==> src/rtl/decim_filt_pkg.sv <==
// Shared sizing helpers for the decimating FIR: accumulator width,
// saturation bounds and the clip-counter width.
package decim_filt_pkg;

  localparam int SAT_CNT_W = 16;

  function automatic int acc_width(input int dw, input int cw, input int nt);
    return dw + cw + $clog2(nt);
  endfunction

  function automatic longint sat_max(input int dw);
    return (longint'(1) <<< (dw - 1)) - 1;
  endfunction

  function automatic longint sat_min(input int dw);
    return -(longint'(1) <<< (dw - 1));
  endfunction

endpackage

==> src/rtl/decim_phase_cnt.sv <==
// Decimation phase counter: advances on every accepted input and flags the
// phase whose accept produces an output.
module decim_phase_cnt #(
  parameter int DECIM_FACTOR = 2
) (
  input  logic clk,
  input  logic rst,
  input  logic i_accept,
  output logic o_last
);

  localparam int PW = (DECIM_FACTOR > 1) ? $clog2(DECIM_FACTOR) : 1;

  logic [PW-1:0] r_phase;

  assign o_last = (r_phase == PW'(DECIM_FACTOR - 1));

  always_ff @(posedge clk or negedge rst) begin
    if (!rst) begin
      r_phase <= '0;
    end else if (i_accept) begin
      r_phase <= o_last ? '0 : r_phase + PW'(1);
    end
  end

endmodule

==> src/rtl/decim_filt.sv <==
// Decimating FIR with runtime-loadable coefficients and saturating output.
// Optional clipped-output counter enabled by DECIM_FILT_SAT_CNT_EN.
module decim_filt
  import decim_filt_pkg::*;
#(
  parameter int DATA_WIDTH      = 8,
  parameter int TAP_COEFF_WIDTH = 8,
  parameter int NUM_TAPS        = 4,
  parameter int DECIM_FACTOR    = 2
) (
  input  logic                                clk,
  input  logic                                rst,
  input  logic [DATA_WIDTH-1:0]               in,
  input  logic                                in_valid,
  output logic                                in_ready,
  output logic [DATA_WIDTH-1:0]               out,
  output logic                                out_valid,
  input  logic                                out_ready,
  input  logic [NUM_TAPS*TAP_COEFF_WIDTH-1:0] tap_coeffs,
  input  logic                                coeff_load
`ifdef DECIM_FILT_SAT_CNT_EN
  ,
  output logic [SAT_CNT_W-1:0]                sat_cnt
`endif
);

  localparam int DW    = DATA_WIDTH;
  localparam int CW    = TAP_COEFF_WIDTH;
  localparam int PW    = DW + CW;
  localparam int ACC_W = acc_width(DW, CW, NUM_TAPS);
  localparam logic signed [ACC_W-1:0] SAT_MAX = ACC_W'(sat_max(DW));
  localparam logic signed [ACC_W-1:0] SAT_MIN = ACC_W'(sat_min(DW));

  logic signed [DW-1:0]    r_d     [0:NUM_TAPS-2];
  logic signed [CW-1:0]    r_coeff [0:NUM_TAPS-1];
  logic signed [DW-1:0]    w_x     [0:NUM_TAPS-1];
  logic signed [PW-1:0]    w_prod  [0:NUM_TAPS-1];
  logic signed [ACC_W-1:0] w_acc;
  logic signed [ACC_W-1:0] w_res;
  logic                    w_hi;
  logic                    w_lo;
  logic [DW-1:0]           w_sat;
  logic                    w_last;
  logic                    w_accept;
  logic                    w_event;
  logic [DW-1:0]           r_out;
  logic                    r_out_valid;

  // Only the final phase can overwrite a held result, so only it stalls.
  assign in_ready  = !(r_out_valid && !out_ready && w_last);
  assign w_accept  = in_valid && in_ready;
  assign w_event   = w_accept && w_last;
  assign out       = r_out;
  assign out_valid = r_out_valid;

  decim_phase_cnt #(
    .DECIM_FACTOR(DECIM_FACTOR)
  ) u_phase (
    .clk     (clk),
    .rst     (rst),
    .i_accept(w_accept),
    .o_last  (w_last)
  );

  // Post-shift window: the incoming sample is tap 0.
  genvar gi;
  generate
    for (gi = 0; gi < NUM_TAPS; gi++) begin : g_tap
      if (gi == 0) begin : g_head
        assign w_x[gi] = in;
      end else begin : g_tail
        assign w_x[gi] = r_d[gi-1];
      end
      assign w_prod[gi] = PW'(w_x[gi]) * PW'(r_coeff[gi]);
    end
  endgenerate

  always_comb begin
    w_acc = '0;
    for (int k = 0; k < NUM_TAPS; k++) begin
      w_acc = w_acc + ACC_W'(w_prod[k]);
    end
  end

  assign w_res = w_acc >>> (CW - 1);
  assign w_hi  = (w_res > SAT_MAX);
  assign w_lo  = (w_res < SAT_MIN);
  assign w_sat = w_hi ? SAT_MAX[DW-1:0] : (w_lo ? SAT_MIN[DW-1:0] : w_res[DW-1:0]);

  always_ff @(posedge clk or negedge rst) begin
    if (!rst) begin
      for (int k = 0; k < NUM_TAPS - 1; k++) r_d[k] <= '0;
      for (int k = 0; k < NUM_TAPS; k++) r_coeff[k] <= '0;
    end else begin
      if (w_accept) begin
        for (int k = 0; k < NUM_TAPS - 1; k++) r_d[k] <= w_x[k];
      end
      if (coeff_load) begin
        for (int k = 0; k < NUM_TAPS; k++) r_coeff[k] <= tap_coeffs[k*CW +: CW];
      end
    end
  end

  always_ff @(posedge clk or negedge rst) begin
    if (!rst) begin
      r_out       <= '0;
      r_out_valid <= 1'b0;
    end else if (w_event) begin
      r_out       <= w_sat;
      r_out_valid <= 1'b1;
    end else if (out_ready) begin
      r_out_valid <= 1'b0;
    end
  end

`ifdef DECIM_FILT_SAT_CNT_EN
  logic                 w_clip;
  logic [SAT_CNT_W-1:0] r_sat_cnt;

  assign w_clip  = w_hi || w_lo;
  assign sat_cnt = r_sat_cnt;

  always_ff @(posedge clk or negedge rst) begin
    if (!rst) begin
      r_sat_cnt <= '0;
    end else if (w_event && w_clip && (r_sat_cnt != {SAT_CNT_W{1'b1}})) begin
      r_sat_cnt <= r_sat_cnt + SAT_CNT_W'(1);
    end
  end
`endif

endmodule

==> config.mk <==
export PLATFORM = sky130hd
export DESIGN_NAME = decim_filt
export DESIGN_NICKNAME = d
export VERILOG_FILES = /design/src/rtl/decim_filt_pkg.sv /design/src/rtl/decim_phase_cnt.sv /design/src/rtl/decim_filt.sv
export SDC_FILE = /design/constraint.sdc
export NUM_CORES = 1
export LEC_CHECK = 0
export BUFFER_PORTS_ARGS = -buffer_cell sky130_fd_sc_hd__clkbuf_2
export CELL_PAD_IN_SITES_DETAIL_PLACEMENT = 0
export CELL_PAD_IN_SITES_GLOBAL_PLACEMENT = 1
export CORE_MARGIN = 3
export CORE_UTILIZATION = 45
export CTS_BUF_LIST = sky130_fd_sc_hd__clkbuf_2
export DETAILED_ROUTE_END_ITERATION = 10
export GPL_ROUTABILITY_DRIVEN = 0
export PLACE_DENSITY = 0.72
export REMOVE_ABC_BUFFERS = 1
export SLEW_MARGIN = 20
export SYNTH_ARGS = -nofsm -noshare
export SYNTH_HDL_FRONTEND = slang
export SYNTH_HIERARCHICAL = 1
export SYNTH_SLANG_ARGS = --single-unit
==> constraint.sdc <==
create_clock -name clk -period 7.4 [get_ports clk]
set_input_delay 0.74 -clock clk [delete_from_list [all_inputs] [get_ports clk]]
set_output_delay 0.74 -clock clk [all_outputs]
set_load 0.02 [all_outputs]
After elaboration in Yosys (flattened, before gate mapping)
Cells that the tools add are included.
Cells by class
  add/subtract/negate cells: 4
  multipliers: 4
  magnitude comparators: 2
  mux-type cells: 5
  reduce and logical (&&, ||, !) cells: 7
Operators by type and width (number)
  $mul 8x8->16: 4
  $add 17x16->18: 1
  $add 18x16->18: 1
  $add 16x16->17: 1
  $mux 8: 2
  $gt 11x8->1 const B: 1
  $lt 11x8->1 const B: 1
  $logic_and 1x1->1: 4
  $mux 1: 3
  $logic_not 1->1: 2
  $reduce_bool 2->1: 1
  $add 1x1->1 const B: 1
Word-level totals
  bits in registers: 66
  input port bits: 45

Longest topological paths before layout
Gate-level depths: netlist of run 1.
  depth in word-level cells: 7
  mapped depth: 27
  depth with buffers taken out: 25

Cells and area by module
Netlist of run 1, hierarchy kept.
By module, submodules not included
  decim_filt: times used 1, cells an instance 1278, area each 13304.0 µm²
  decim_phase_cnt: times used 1, cells an instance 2, area each 33.8 µm²

Least setup slack after synthesis of run 1
OpenSTA, ideal clock, no wires.
  path type: input -> register
  start: input in[6]
  end: register r_out[3] (netlist: out[3])
  arrival: 6865 ps
  data required time: 7335 ps
  slack: 470 ps
  stages on the path: 23
  cells stage by stage: and2_1 fa_1 fa_1 inv_1 fa_1 fa_1 fa_1 inv_1 fa_1 fa_1 inv_1 fa_1 inv_1 ha_1 a21oi_1 o21ai_1 o211a_2 o21ai_4 xnor2_1 or4_1 buf_2 a211oi_2 o22a_1
On the way
  word-level cells in the longest chain between the ends: 7
  elaborated cells between the ends (all ways): 8
  those cells by class: 3 x add/sub; 1 x mul; 2 x order compare; 2 x mux
RTL lines
  start: declaration: line decim_filt.sv:13  | input logic [DATA_WIDTH-1:0] in,
  $mul 8x8->16 *: line decim_filt.sv:74  | assign w_prod[gi] = PW'(w_x[gi]) * PW'(r_coeff[gi]);
  $add 16x16->17 *: line decim_filt.sv:81  | w_acc = w_acc + ACC_W'(w_prod[k]);
  $add 17x16->18 *: line decim_filt.sv:81
  $add 18x16->18 *: line decim_filt.sv:81
  $lt 11x8->1: line decim_filt.sv:87  | assign w_lo = (w_res < SAT_MIN);
  $mux 8: line decim_filt.sv:88  | assign w_sat = w_hi ? SAT_MAX[DW-1:0] : (w_lo ? SAT_MIN[DW-1:0] : w_res[DW-1:0]);
  $mux 8 *: line decim_filt.sv:88
  end signal: assignment: line decim_filt.sv:109  | r_out <= w_sat;
  end: declaration: line decim_filt.sv:46  | logic [DW-1:0] r_out;
Mark *: on every way between the ends. The rest lies on a longest branch, timed or not.
A chain may end at the register's enable or synchronous reset.

Worst setup path in the final report of run 1
  start: register r_d[4] (netlist bit)
  end: register r_out[3] (netlist: out[3])
On the way
  word-level cells in the longest chain between the ends: 5
  elaborated cells between the ends (all ways): 6
  those cells by class: 1 x add/sub; 1 x mul; 2 x order compare; 2 x mux
RTL lines
  start: declaration: line decim_filt.sv:34  | logic signed [DW-1:0] r_d [0:NUM_TAPS-2];
  $mul 8x8->16 *: line decim_filt.sv:74
  $add 18x16->18 *: line decim_filt.sv:81
  $lt 11x8->1: line decim_filt.sv:87
  $mux 8: line decim_filt.sv:88
  $mux 8 *: line decim_filt.sv:88
Marks and branches as above.

==> results of run 1 <==
## flip-flops by register name, indices dropped and copies added, names as in the netlist
| signal | cells |
|---|---|
| r_coeff | 32 |
| r_d | 24 |
| out | 8 |
| out_valid | 1 |
| u_phase/o_last | 1 |
## synthesized netlist by cell type (all sizes together) (11+ instances only)
master  instances  area [µm²]
fa            317        6350
o21ai          12        78.8
mux2           55         619
and2          146         913
nor2           15        58.8
inv           381        1430
clkbuf         21        78.8
nand2          82         313
xnor2          23         209
dfrtp          66        1650
ha             93        1160
nand2b         11        68.8
a21oi          12        60.1
nor2b          11        68.8
## cell usage in the layout, fill, tap and decap left out, types with 5 or more instances in the layout
cell | Yosys | final
nor2b_1 | 11 | 11
dfrtp_2 | 0 | 6
clkbuf_2 | 0 | 64
mux2_1 | 6 | 6
o22a_1 | 7 | 7
nand2b_1 | 11 | 11
dfrtp_1 | 66 | 60
ha_1 | 93 | 93
and2_1 | 146 | 145
o21ai_0 | 8 | 7
fa_1 | 317 | 315
xor2_1 | 5 | 5
nand2_1 | 80 | 80
inv_1 | 380 | 379
a21oi_1 | 12 | 12
buf_4 | 0 | 36
mux2_2 | 49 | 49
xnor2_1 | 22 | 22
nor2_1 | 14 | 14
## per-stage QoR
stage          hold WS (ps)  TNS, ps  utilization [%]
6_report               84.9        0             49.9
5_1_grt                60.8        0             49.9
4_1_cts                 169        0             49.7
3_5_place_dp            458     -154             49.3
3_3_place_gp            459    -52.6             49.3
2_1_floorplan           442        0                -
## cell type report
type	instances	area [µm²]	area share (%)
inverters	381	1430	9.91
multi-input cells	810	10200	70.6
well taps	384	480	3.33
diodes	1	2.50	0.0173
clock inverters	4	51.3	0.355
clock buffers	12	60.1	0.416
flip-flops and latches	66	1660	11.5
repair buffers	91	567	3.93
## critical path: cells and delay by family, from the launching register on
kind                       cells  cell delay (ps)
buffers and inverters          4              190
DFF                            1              580
AOI/OAI and AO/OA              6             1100
adders and majority gates      9             4340
and+or+nand+nor                2              690
xor gates and xnor gates       1               80
## repair_timing
| item | 4_1_cts | 5_1_grt |
|---|---|---|
| endpoints found under the hold margin | 0 | 0 |
| buffers inserted | 0 | 2 |
| gates resized for setup | 0 | 13 |
| hold buffers | 0 | 0 |
| setup endpoints to repair | 0 | 8 |
## kinds of logic (layout without fill, tap and decap cells)
kind of cell,count (synthesis),in the layout,share of synthesized area [%]
fa+ha+maj,410,410,56.3
buf+inv,404,488,11.4
other cells,0,1,0
simple gates,274,274,11.1
mux,55,55,4.64
xor+xnor,28,28,1.89
compound gates,43,43,2.26
flops,66,66,12.4
## worst min path at each step
stage / startpoint / endpoint / slack [ps] / cells past startpoint
3_5_place_dp: u_phase/o_last / u_phase/o_last / 460 / 1
2_1_floorplan: rst / out[0] / 440 / 0
5_1_grt: rst / r_d[5] / 60 / 1
3_3_place_gp: u_phase/o_last / u_phase/o_last / 460 / 1
4_1_cts: out_ready / out_valid / 170 / 2
6_report: rst / r_coeff[24] / 80 / 1
## metal layers
| metal | wire, µm | global-route usage [%] | vias up | share of wire, % |
|---|---|---|---|---|
| li1 | - | - | 3846 | - |
| met1 | 14000 | 30.9 | 4401 | 45 |
| met2 | 15500 | 37.3 | 104 | 50 |
| met3 | 813 | 2.26 | 22 | 2.6 |
| met4 | 524 | 4.68 | 0 | 1.7 |
| met5 | 0 | 0 | - | 0 |
==> out/qor.csv, run 1 <==
metric;value;unit
async_flop_share;100;%
dieArea;31700;µm²
grt_pass1_vias;9647;
worst_setup_path_start_kind;flop;
synth_edf_count;0;
clockBufferDepth;2;
fin_cells;1749;
die-height;178;µm
max_slew_margin;36.3;%
syn2layout_area_growth;8.24;%
cp-endpoint;out[3];
place_ws;-74.6;ps
status;completed;
tightestPinTransition;956;ps
layout.nets;1814;
r2r_start;r_d[4];
seq_area_frac_synth;12.4;%
period_share;95.6;%
first_iter_violations;323;
dpl.hpwl;26400;µm
drive_gt1_share;13.2;%
crit_type;flop to flop;
cp_max_fo;9;
cts_buffers;9;
hold_viol;0;
clock_latency;660;ps
place_area;14300;µm²
clk_pin_slew;280;ps
yosys_warnings;6;
vias;8373;
r2r_end;out[3];
grt_usage;22.0;%
routed_wirelength;30900;µm
worstPathCellList;and2_1 -> fa_1 -> inv_1 -> fa_1 -> fa_1 -> inv_1 -> fa_1 -> fa_1 -> fa_1 -> fa_1 -> inv_1 -> fa_1 -> inv_1 -> ha_1 -> a21oi_1 -> o21ai_1 -> o211a_2 -> o21ai_4 -> xnor2_1 -> or4_4 -> a211oi_2 -> o22a_1;
crit_path_max_incr_delay;610;ps
antenna_left;0;
ys_seq_elements;66;
n_fill_cell;2699;
netlist_instances;1280;
route.detailed.drc;0;
ys.flop_type;dfrtp_1;
dp_cells;1730;
first_pass_iters;5;
final.min_clock_period;7070;ps
crit_arrival;7640;ps
routed_via_density;4.79;
grt_setup_unrepaired;false;
clock_sinks;66;
antenna_found_initial;1;
initial_core_util;46.1;%
netlist_area;13300;µm²
wl_per_cell;17.7;µm
hold_path.class;primary input to asynchronous set/reset pin;
grt_max_degree;67;
max_freq;141;MHz
endpoint_kind;flop;
root_buffer;clkbuf_2;
stdcell_area;14400;µm²
cpMostUsedCell;fa_1;
io_pins;55;
placementRows;62;
die_w;178;µm
tritoncts;done;
setup_violations;0;
setup_slack;329;ps
cts_max_level;3;
slowest_stage;fa_1;
r2r_cells;22;
avgSynthCellArea;10.4;µm²
slew_violations;0;
startpoint;r_d[4];
port_buffers;54;
grt_pass1_wl;52500;µm
fp.coreArea;28900;µm²
gr-total-overflow;0;
required;7970;ps
synth_cell_types;46;
clock_skew;55.9;ps
cap_violations;0;
ff2ff_setup_slack;330;ps
Power of run 1 is left out: the tool's default activity adds up to more than one toggle a clock period on the data nets, which glitch-free logic cannot reach.
==> inputs of run 2 (changes only) <==
- clock period: 7.4 -> 7.05 ns (I/O delays scaled with it)
==> run 2 against run 1 <==
First-iteration DRC count up 13%. Clock-buffer cell count is 3 lower. Critical endpoint unchanged. Hold slack better by 110 ps.
==> out/qor.csv, run 2 (same netlist as run 1, synthesis figures left out) <==
metric;value;unit;change
status;completed;;
drive_gt1_share;22.5;%;+9.3 points
tightestPinTransition;992;ps;+35.6 ps
wl_per_cell;17.2;µm;-2.4%
routed_wirelength;31500;µm;+1.9%
gr-total-overflow;0;;unchanged
cp_max_fo;7;;-2
max_freq;143;MHz;+1.3%
crit_type;flop to flop;;
final_common_cell;inv_1;;
finalSetupTns;0;ps;unchanged
port_buffers;54;;unchanged
grt_max_degree;67;;unchanged
tritoncts;done;;
route.detailed.drc;0;;unchanged
largest_reg_flops;32;;unchanged
slew_violations;0;;unchanged
initial_core_util;46.1;%;unchanged
hold_path.class;primary input to asynchronous set/reset pin;;
cap_violations;0;;unchanged
placementRows;62;;unchanged
final_cell_mix;inv_1, fa_1, and2_1, buf_4, ha_1;;
syn2layout_area_growth;14.4;%;
endpoint_kind;flop;;
dpl.hpwl;26900;µm;+1.7%
stdcell_area;15300;µm²;+5.7%
die-height;178;µm;unchanged
routed_via_density;4.73;;-1.2%
first_iter_violations;366;;+13%
fin_util;52.7;%;+2.8 points
ff2ff_setup_slack;70;ps;-260 ps
fp.coreArea;28900;µm²;unchanged
first_pass_iters;5;;unchanged
io_pins;55;;unchanged
clock_sinks;66;;unchanged
grt_usage;21.8;%;-0.15 points
grt_pass1_wl;52100;µm;-0.75%
grt_pass1_vias;9662;;+0.16%
seqCellArea;1690;µm²;+1.7%
cts_buffers;9;;unchanged
final.min_clock_period;6980;ps;-92.7 ps
period_share;99.0;%;+3.4 points
clk_pin_slew;240;ps;-40 ps
regMostFlops;r_coeff;;
holdWs;197;ps;+112 ps
cp-endpoint;out[3];;
crit_arrival;7530;ps;-110 ps
r2r_start;r_d[23];;
r2r_cells;21;;-4.5%
setup_violations;0;;unchanged
dieArea;31700;µm²;unchanged
root_buffer;clkbuf_2;;
hold_viol;0;;unchanged
required;7600;ps;-370 ps
multi_input_area;10400;µm²;+1.7%
max_slew_margin;33.9;%;-2.4 points
startpoint;r_d[23];;
layout.nets;1893;;+4.4%
clockBufferDepth;2;;unchanged
r2r_end;out[3];;
antenna_left;0;;unchanged
clock_skew;40.9;ps;-15.0 ps
clock_latency;620;ps;-40 ps
place_area;14700;µm²;+3.3%
worst_setup_path_start_kind;flop;;
antenna_found_initial;1;;unchanged
die_w;178;µm;unchanged
n_fill_cell;2746;;+1.7%
vias;8637;;+3.2%
cts_max_level;3;;unchanged
hold_buffers;0;;unchanged
grt_setup_unrepaired;true;;
==> run 2: changes by cell type in the layout (fill, tap and decap cells not counted), moves of 8 or more <==
cell     delta
buf_4      +70
inv_1      -10
ha_1        -8
inv_2       +9
and2_4     +11
and2_1     -12
dfrtp_2    +23
dfrtp_1    -23
==> run 2: how the worst min path moves through the flow <==
stage                         from        endpoint
finish                         rst     r_coeff[24]
global route             out_ready       out_valid
CTS                      out_ready       out_valid
detailed placement  u_phase/o_last  u_phase/o_last
global placement    u_phase/o_last  u_phase/o_last
floorplan                      rst          out[0]
==> run 2: area by class of cell <==
class / count / share of cell area, %
tap: 384 / 3.15
multi-input combinational: 810 / 67.9
inverter: 381 / 9.39
sequential: 66 / 11.1
clock inverter: 5 / 0.156
clock buffer: 9 / 0.295
timing repair buffer: 170 / 8.01
antenna: 1 / 0.0164
==> run 2: worst max-delay path: stages (launching register included) <==
cell,delay (ps)
dfrtp_2,530
buf_6,160
and2_4,150
fa_1,490
inv_2,60
fa_1,470
inv_1,50
fa_1,500
fa_1,460
fa_1,630
fa_1,450
fa_1,490
inv_1,50
fa_1,470
inv_1,40
ha_2,170
or4_4,530
o21ai_4,260
xnor2_2,90
or4_4,490
a211oi_2,240
o22a_1,130
==> run 2: metal layers <==
metal / part of all wire (%) / vias to the layer above / global-route usage [%]
met5: 0 / - / 0
met4: 2.0 / 0 / 5.24
met3: 3.1 / 27 / 2.79
met2: 50 / 120 / 36.4
met1: 45 / 4489 / 30.6
li1: - / 4001 / -
==> run 2: through the flow <==
step / instances / setup WS, ps
after floorplan: 1257 / 148
final: 1826 / 71.3
after global placement: 1789 / -324
after CTS: 1806 / -10.8
after detailed placement: 1789 / -399
after global routing: 1826 / -127
==> run 2: what timing repair did <==
action / 4_1_cts / 5_1_grt
endpoints found under the setup margin: 7 / 7
pin swaps: 0 / 58
resized for setup: 9 / 87
buffers inserted: 3 / 19
cloned: 0 / 0
Power of run 2 is left out for the same reason.
